==> config.mk <==
export PLATFORM = sky130hd
export DESIGN_NAME = port_fifo
export DESIGN_NICKNAME = d
export VERILOG_FILES = /design/src/rtl/port_fifo.sv
export SDC_FILE = /design/constraint.sdc
export NUM_CORES = 1
export LEC_CHECK = 0
export BUFFER_PORTS_ARGS = -buffer_cell sky130_fd_sc_hd__buf_2
export CAP_MARGIN = 15
export CORE_AREA = 2 2 62 64
export CTS_CLUSTER_SIZE = 10
export DETAILED_ROUTE_END_ITERATION = 8
export DIE_AREA = 0 0 64 66
export PLACE_DENSITY = 0.81
export REMOVE_ABC_BUFFERS = 1
export SYNTH_ARGS = -nofsm -noshare
export SYNTH_HDL_FRONTEND = slang
export SYNTH_SLANG_ARGS = --single-unit
==> constraint.sdc <==
create_clock -name clk -period 3.9 [get_ports clk]
set_input_delay 0.195 -clock clk [delete_from_list [all_inputs] [get_ports clk]]
set_output_delay 0.195 -clock clk [all_outputs]
set_load 0.005 [all_outputs]
==> src/rtl/port_fifo.sv <==
// Per-port output FIFO downstream of the 1:2 demux: buffers words in order,
// delivers them on pop with a registered output, and reports occupancy flags.
module port_fifo #(
    parameter int DATA_WIDTH = 8,
    parameter int ADDR_WIDTH = 2,
    parameter int AF_THRESH  = 3,
    parameter int AE_THRESH  = 1
) (
    input  logic                  clk,
    input  logic                  reset,
    input  logic [DATA_WIDTH-1:0] data_in,
    input  logic                  push,
    input  logic                  pop,
    output logic [DATA_WIDTH-1:0] data_out,
    output logic                  valid_out,
    output logic                  full,
    output logic                  empty,
    output logic                  almost_full,
    output logic                  almost_empty,
    output logic                  fifo_error,
    output logic [ADDR_WIDTH:0]   count
);

    localparam int DEPTH = 2 ** ADDR_WIDTH;
    localparam logic [ADDR_WIDTH:0] FULL_CNT = (ADDR_WIDTH + 1)'(DEPTH);
    localparam logic [ADDR_WIDTH:0] AF_CNT   = (ADDR_WIDTH + 1)'(AF_THRESH);
    localparam logic [ADDR_WIDTH:0] AE_CNT   = (ADDR_WIDTH + 1)'(AE_THRESH);

    logic [DATA_WIDTH-1:0] mem [DEPTH];

    logic [ADDR_WIDTH-1:0] wr_ptr_q, wr_ptr_d;
    logic [ADDR_WIDTH-1:0] rd_ptr_q, rd_ptr_d;
    logic [ADDR_WIDTH:0]   count_q, count_d;
    logic [DATA_WIDTH-1:0] data_out_q, data_out_d;
    logic                  valid_q, valid_d;
    logic                  error_q, error_d;
    logic                  wr_en, rd_en;

    always_comb begin
        rd_en      = pop && (count_q != '0);
        // A pop on a full FIFO frees the slot the simultaneous push lands in.
        wr_en      = push && ((count_q != FULL_CNT) || rd_en);
        wr_ptr_d   = wr_ptr_q;
        rd_ptr_d   = rd_ptr_q;
        count_d    = count_q;
        data_out_d = data_out_q;
        valid_d    = 1'b0;
        error_d    = error_q | (push && !wr_en) | (pop && !rd_en);

        if (wr_en) begin
            wr_ptr_d = wr_ptr_q + 1'b1;
        end
        if (rd_en) begin
            rd_ptr_d   = rd_ptr_q + 1'b1;
            data_out_d = mem[rd_ptr_q];
            valid_d    = 1'b1;
        end
        case ({wr_en, rd_en})
            2'b10:   count_d = count_q + 1'b1;
            2'b01:   count_d = count_q - 1'b1;
            default: count_d = count_q;
        endcase
    end

    always_ff @(posedge clk) begin
        if (!reset) begin
            wr_ptr_q   <= '0;
            rd_ptr_q   <= '0;
            count_q    <= '0;
            data_out_q <= '0;
            valid_q    <= 1'b0;
            error_q    <= 1'b0;
        end else begin
            wr_ptr_q   <= wr_ptr_d;
            rd_ptr_q   <= rd_ptr_d;
            count_q    <= count_d;
            data_out_q <= data_out_d;
            valid_q    <= valid_d;
            error_q    <= error_d;
        end
    end

    // Storage is not cleared by reset, but reset still blocks a write.
    always_ff @(posedge clk) begin
        if (reset && wr_en) begin
            mem[wr_ptr_q] <= data_in;
        end
    end

    assign data_out     = data_out_q;
    assign valid_out    = valid_q;
    assign fifo_error   = error_q;
    assign count        = count_q;
    assign full         = (count_q == FULL_CNT);
    assign empty        = (count_q == '0);
    assign almost_full  = (count_q >= AF_CNT);
    assign almost_empty = (count_q <= AE_CNT);

endmodule
==> metrics.txt, run 1 <==
area delta synth->final 11.4%; Initial Utilization 57.9%; Detailed Route Iter0 Violations 75; CP cell instances inv_1 > ha_1 > nor2b_1 > nor2_1 > ha_1 > nor2b_1 > o21ai_0 > a21oi_1; CTS Sinks 49; number of I/O pins 29; Clock Latency Late Sink 0.37 ns; vias in the first global route 1,119; total power divided by cell area 551 mW/mm²; Fin Setup TNS 0 ns; Tot GR Track Use 17.9%; Critical-path top delay cell nor2_1; Congestion Overflow GR 0; largest net degree at the start of global routing 17; CTS H-tree lvls 2; clock root buffer clkbuf_4; final hold slack 0.0333 ns; Nets 194; vias per cell 5.48; total of max-cap violations 0; via count 1,211; buffer and inverter count on the worst path 1; max incr delay on CP 0.57 ns; share of layout cells above drive strength 1 22.0%; Diodes inserted 0; Commonest cells post-synth edfxtp_1 (32), dfxtp_1 (17), ha_1 (10), inv_1 (10), nand2_1 (9); worst vdd ir 324 µV; syn avg cell area 14.5 µm²; Ys Warns 0; Die W 64 µm; port bufs 28; reg2reg start count[0]$_SDFFE_PN0P_; EDFF count, synth 32; Critical Path RT 4.21 ns; final clock skew 0.0206 ns; Area contributors post-synth edfxtp_1 (47%), dfxtp_1 (17%), mux4_1 (10%); CTS tree done; Worst setup EP type register; max-slew violation count 0; unrepaired setup endpoints after global routing false; P_leak 0.000907 µW; core area 0.00355 mm²; clk slew on worst S/H paths 0.14 ns; DIE AREA 0.00422 mm²; Detailed Routing Iterations Pass 1 4; Setup Buffers After CTS 0; CP max FO 9; slew at the pin closest to its max-slew limit 0.704 ns; antenna violations before repair 0; Cell Area, Placed 0.00223 mm²; Arr. time, crit path 2.68 ns; Yosys top cell area share 46.8%; Hold Path Origin data_in[4]; Final Worst Setup Slack 1.53 ns; Post-DRT Antenna Nets 0; minimum clock period 2.37 ns; sequential area share after synthesis 63.3%; final core utilization 64.4%; Final Hold Vio Count 0; run status finished, final reports clean; Synth area leader edfxtp_1; Routed WL per cell 15.7 µm; Resized Gates After CTS 0; CP Launch Type register; cell area after synthesis 0.00205 mm²; Synth Register Bits 49; most frequent cell after synthesis edfxtp_1; first-pass GRT wire length 5420 µm; pre-CTS setup slack 1.64 ns; CP Class reg -> reg; Post-Synthesis Cells 142; clock buffer depth 2; fin crit share 60.8%; Synth Flop Type edfxtp_1; Placer Congestion 0.820; hpwl dp 2320 µm; chip height 66 µm; # rows 22; slew margin rel. 52.9%; hold buffers post-CTS 0; final wirelength 3470 µm; Residual DRC 0; Distinct cells, synth 27; f_max 422 MHz; critical path startpoint count[0]$_SDFFE_PN0P_; final setup violation count 0; total clock buffers created by CTS 5; CP delay by family, top simple AND/OR/NAND/NOR gates; FFs w/ async S/R, synth 0%; Layout Cell Area excl Fill 0.00229 mm²; Hold Path Class in -> reg
## sequential cells by signal (all words and copies together) (netlist names)
signal and count:
valid_out 1, count 3, fifo_error 1, rd_ptr_q 2
wr_ptr_q 2, data_out 8, mem 32
## cells by family after synthesis
logic type / Yosys count / share of synthesized area, %
flip-flops: 49 / 63.3
buffers and inverters: 17 / 3.47
multiplexers: 8 / 10.2
adder cells (fa/ha/maj): 10 / 6.09
XOR/XNOR: 2 / 0.853
AO/OA/AOI/OAI: 24 / 7.67
AND/OR/NAND/NOR: 32 / 8.34
## cell usage in the layout, fill, tap and decap left out, drive strengths merged, types with 2 or more instances in the layout
cell type | Yosys | layout
a21oi | 7 | 7
and3 | 4 | 4
and3b | 3 | 3
buf | 2 | 28
clkbuf | 3 | 5
clkinv | 1 | 4
dfxtp | 17 | 17
edfxtp | 32 | 32
ha | 10 | 10
inv | 11 | 11
mux4 | 8 | 8
nand2 | 9 | 9
nand3 | 2 | 2
nor2 | 7 | 7
nor2b | 3 | 3
o21ai | 6 | 6
o2bb2ai | 8 | 8
xor2 | 2 | 2
## worst reg2reg max path: cells and delay by family, from the launching register on
kind	cells	cell delay (ns)
flops	1	0.43
compound gates	2	0.24
simple gates	3	0.93
buf+inv	1	0.11
fa+ha+maj	2	0.60
## area by class of cell
class / count / area (µm²)
clock buffers: 5 / 37.5
clock inverters: 3 / 22.5
well taps: 48 / 60.1
fillers: 254 / 1260
repair buffers: 28 / 140
inverters: 12 / 45.0
flip-flops and latches: 49 / 1300
multi-input cells: 76 / 682
## layer usage
layer	GRT usage, %	wire length (µm)	up-vias
li1	-	-	592
met1	21.6	1480	583
met2	30.3	1780	29
met3	5.11	138	7
met4	7.34	73	0
met5	0	0	-
## path summary, 6_finish.rpt
path                      endpoint  slack (ns)  cells after the start
max          count[2]$_SDFFE_PN0P_        1.53                      8
min            mem[2][4]$_DFFE_PP_        0.03                      1
max reg2reg  count[2]$_SDFFE_PN0P_        1.53                      8
min reg2reg  fifo_error$_SDFF_PN0_        0.46                      2
## report_power, final
| part | leakage [µW] | internal, µW | switching, µW |
|---|---|---|---|
| Sequential | 0.000430 | 611 | 59.4 |
| Clock | 0.0000352 | 71.6 | 158 |
| Combinational | 0.000442 | 173 | 187 |
## through the flow
step,std cells,total power (µW)
2_1_floorplan,137,905
3_3_place_gp,213,1020
3_5_place_dp,213,1040
4_1_cts,221,1270
5_1_grt,221,1330
6_report,221,1260
No activity file was read; power rests on OpenSTA's default activity.
==> run 2: changes to the inputs <==
Settings changed: CORE_AREA 2 2 62 64 to 2 2 64 66, DIE_AREA 0 0 64 66 to 0 0 66 68, PLACE_DENSITY 0.81 to 0.76.
Clock period 3.9 ns to 2.2 ns, I/O delays scaled along.
==> run 2 against run 1 <==
  * Non-clock buffer count up 1
  * Power grew 90%
  * Sequential power up 77%
  * Cell area grew 2.0%
  * Routed wire length grew 4.4%
  * First-iteration DRC count fell by 16%
  * Sequential cell count stayed put
  * Via count up 0.33%
  * Critical path type unchanged
  * Critical endpoint unchanged
  * Highest routed layer unchanged
==> metrics.txt, run 2 (same netlist as run 1, synthesis figures left out) <==
number of I/O pins 29; Diodes inserted 0; f_max 488 MHz; minimum clock period 2.05 ns; final clock skew 0.0119 ns; Setup Buffers After CTS 0; commonest non-fill, non-tap cell in the layout edfxtp_1; slew at the pin closest to its max-slew limit 0.674 ns; Hold Path Class in -> reg; Clock Latency Late Sink 0.31 ns; Inst Count DP 216; CTS H-tree lvls 2; Hold Path Origin data_in[1]; total power divided by cell area 1020 mW/mm²; Critical Path RT 2.39 ns; Resized Gates After CTS 0; Post-DRT Antenna Nets 0; Worst setup EP type register; largest net degree at the start of global routing 17; share of layout cells above drive strength 1 23.6%; max reg flops 32; vias per cell 5.42; Finished Layout Cells 224; CTS tree done; area delta synth->final 13.6%; Tot GR Track Use 18.4%; run status finished, final reports clean; total of max-cap violations 0; vias in the first global route 1,236; Placer Congestion 0.744; unrepaired setup endpoints after global routing false; Initial Utilization 53.3%; total clock buffers created by CTS 5; Nets 195; hold buffers post-CTS 0; hpwl dp 2500 µm; clock root buffer clkbuf_8; P_leak 0.000927 µW; reg2reg start count[0]$_SDFFE_PN0P_; Arr. time, crit path 2.24 ns; CTS Sinks 49; critical path startpoint count[0]$_SDFFE_PN0P_; Congestion Overflow GR 0; CP max FO 5; buffer and inverter count on the worst path 2; max incr delay on CP 0.43 ns; Die W 66 µm; CP cell instances inv_1 > ha_1 > and3b_1 > nor2_2 > inv_1 > ha_1 > o21ai_0 > a21oi_1; Fin Setup TNS 0 ns; Detailed Routing Iterations Pass 1 4; CP Class reg -> reg; final core utilization 60.5%; most frequent cells in the layout edfxtp_1 (32), buf_2 (28), dfxtp_1 (17); largest register by flop count mem; port bufs 28; Layout fillers 322; worst vdd ir 520 µV; DIE AREA 0.00449 mm²; Routed WL per cell 16.2 µm; first-pass GRT wire length 5770 µm; # rows 23; CP delay by family, top adder cells; Final Hold Vio Count 0; Detailed Route Iter0 Violations 63; Residual DRC 0; Critical-path top delay cell dfxtp_1; fin crit share 93.2%; core area 0.00386 mm²; max-slew violation count 0; clk slew on worst S/H paths 0.10 ns; clock buffer depth 2; CP Launch Type register; slew margin rel. 54.8%; via count 1,215; final setup violation count 0; antenna violations before repair 0; chip height 68 µm; final wirelength 3630 µm
[run 2: cell count changes in the layout (fill, tap and decap cells not counted), sizes merged]
| cell | before | now |
|---|---|---|
| buf | 28 | 29 |
[run 2: power breakdown]
part / total [µW] / internal [µW] / switching (µW)
Combinational: 673 / 324 / 349
Clock: 532 / 226 / 307
Sequential: 1190 / 1080 / 101
[run 2: cell type report]
class                           count  area, µm²  area share [%]
Clock buffer                        5       68.8            2.95
Clock inverter                      3       22.5           0.965
Inverter                           12       45.0            1.93
Multi-Input combinational cell     76        687            29.4
Sequential cell                    49       1300            55.7
Tap cell                           50       62.6            2.68
Timing Repair Buffer               29        148            6.32
[run 2: layer usage]
metal	global-route usage [%]	vias up	wire length (µm)
met5	0	-	0
met3	4.93	4	145
li1	-	591	-
met1	19.1	586	1460
met4	6.12	0	41
met2	36.0	34	1980
[run 2: worst paths after layout]
| kind | cells after the start | to | slack (ns) |
|---|---|---|---|
| hold / removal | 1 | mem[1][1]$_DFFE_PP_ | 0.02 |
| hold reg to reg | 2 | fifo_error$_SDFF_PN0_ | 0.45 |
| setup / recovery | 8 | count[2]$_SDFFE_PN0P_ | 0.15 |
| setup reg to reg | 8 | count[2]$_SDFFE_PN0P_ | 0.15 |
[run 2: through the flow]
step           total power, µW  hold slack (ns)  setup WS [ns]  instance area, µm²
6_report                  2390           0.0189          0.149                2330
5_1_grt                   2530           0.0158         0.0133                2330
4_1_cts                   2400          0.00831         0.0648                2330
3_5_place_dp              1880            0.325          0.113                2240
3_3_place_gp              1840            0.324          0.269                2240
2_1_floorplan             1600            0.209          0.211                2030
[run 2: worst register-to-register path: cells and delay by family (launching register included)]
family	cells	cell delay, ns
AOI/OAI and AO/OA	2	0.30
and+or+nand+nor	2	0.39
DFF	1	0.43
buffers and inverters	2	0.19
adders and majority gates	2	0.63
==> run 3: changes to the inputs <==
Settings changed: GPL_TIMING_DRIVEN set to 0.
==> run 3 against run 2 <==
  * Sequential cell count stayed put
  * Register-to-register slack about the same
  * Worst hold slack better by 0.010 ns
  * Critical path type unchanged
  * Critical endpoint is now mem[0][3]$_DFFE_PP_
==> metrics.txt, run 3 (same netlist as run 1, synthesis figures left out) <==
share of layout cells above drive strength 1 23.7%; Placer Congestion 0.749; CTS H-tree lvls 2; Final Worst Setup Slack 0.155 ns; vias per cell 5.48; Hold Path Class in -> reg; max incr delay on CP 0.51 ns; Worst setup EP type register; Final Hold Vio Count 0; port bufs 28; # rows 23; clk slew on worst S/H paths 0.09 ns; Setup Buffers After CTS 0; Diodes inserted 0; Residual DRC 0; CP delay by family, top simple AND/OR/NAND/NOR gates; final clock skew 0.0100 ns; slew at the pin closest to its max-slew limit 0.586 ns; hold buffers post-CTS 0; Detailed Route Iter0 Violations 49; Arr. time, crit path 1.97 ns; clock root buffer clkbuf_8; first-pass GRT wire length 5380 µm; P_leak 0.000932 µW; slew margin rel. 60.8%; CP cell instances inv_1 > ha_1 > and3b_1 > nor2_2 > and3_1; Detailed Routing Iterations Pass 1 4; Die W 66 µm; chip height 68 µm; CP max FO 8; Nets 194; commonest non-fill, non-tap cell in the layout edfxtp_1; pre-CTS setup slack -0.152 ns; CP Launch Type register; Tot GR Track Use 16.9%; antenna violations before repair 0; Routed WL per cell 15.2 µm; largest net degree at the start of global routing 15; Congestion Overflow GR 0; DIE AREA 0.00449 mm²; area delta synth->final 14.9%; unrepaired setup endpoints after global routing false; final setup violation count 0; total power divided by cell area 1050 mW/mm²; Critical Path RT 2.13 ns; vias in the first global route 1,186; clock buffer depth 2; CTS tree done; max reg flops 32; Post-DRT Antenna Nets 0; Initial Utilization 53.3%; hpwl dp 2290 µm; minimum clock period 2.04 ns; max-slew violation count 0; total of max-cap violations 0; f_max 489 MHz; total clock buffers created by CTS 5; final wirelength 3400 µm; worst vdd ir 661 µV; most frequent cells in the layout edfxtp_1 (32), buf_2 (28), dfxtp_1 (17); final core utilization 61.2%; Critical-path top delay cell and3_1; largest register by flop count mem; core area 0.00386 mm²; CTS Sinks 49; fin crit share 93.0%; CP Class reg -> reg; via count 1,222; number of I/O pins 29; run status finished, final reports clean; Clock Latency Late Sink 0.29 ns; buffer and inverter count on the worst path 1
## run 3: changes by cell type in the layout (fill, tap and decap cells not counted), sizes merged
cell | previous run | this run
clkinv | 4 | 1
clkbuf | 5 | 7
buf | 29 | 28
bufinv | 0 | 1
## run 3: per-stage QoR
step / cells / area, µm² / power, µW / hold WS, ns / TNS, ns
CTS: 223 / 2350 / 2480 / 0.0195 / 0
global route: 223 / 2360 / 2630 / 0.0244 / 0
floorplan: 137 / 2030 / 1600 / 0.209 / 0
global placement: 215 / 2230 / 1810 / 0.318 / -0.0911
detailed placement: 215 / 2230 / 1840 / 0.327 / -0.282
finish: 223 / 2360 / 2480 / 0.0292 / 0
## run 3: worst register-to-register path, stage by stage (launching register included)
cell and delay (ns):
dfxtp_1 0.41, inv_1 0.11, ha_1 0.26, and3b_1 0.22
nor2_2 0.17, and3_1 0.51
## run 3: report_power, final
group | internal, µW | switching (µW) | total (µW) | leakage [µW]
registers | 1080 | 103 | 1190 | 0.000430
logic | 315 | 340 | 655 | 0.000444
clock network | 370 | 267 | 637 | 0.0000585
total | 1770 | 710 | 2480 | 0.000932
## run 3: final timing paths
kind | end | from | slack (ns) | depth (start not counted)
worst max-delay path | mem[0][3]$_DFFE_PP_ | count[0]$_SDFFE_PN0P_ | 0.16 | 5
worst max register to register | mem[0][3]$_DFFE_PP_ | count[0]$_SDFFE_PN0P_ | 0.16 | 5
worst min-delay path | mem[3][7]$_DFFE_PP_ | data_in[7] | 0.03 | 1
worst min register to register | fifo_error$_SDFF_PN0_ | fifo_error$_SDFF_PN0_ | 0.45 | 2
## run 3: cell type report
cell class                 instances  area [µm²]
fill                             298        1500
tap                               50        62.6
clock buffer                       7        86.3
clock inverter                     1        30.0
timing repair buffer              28         140
inverter                          12        45.0
multi-input combinational         76         696
sequential                        49        1300
## run 3: what timing repair did
item,CTS,global route
gates resized for setup,1,4
cloned,0,0
endpoints found under the setup margin,3,35
## run 3: routing by layer
metal | wire length (µm) | vias to the layer above | share of wire (%) | track usage (%)
met3 | 233 | 5 | 6.9 | 5.43
met4 | 33 | 0 | 0.97 | 4.85
met5 | 0 | - | 0 | 0
li1 | - | 595 | - | -
met1 | 1270 | 578 | 37 | 17.9
met2 | 1860 | 44 | 55 | 32.2
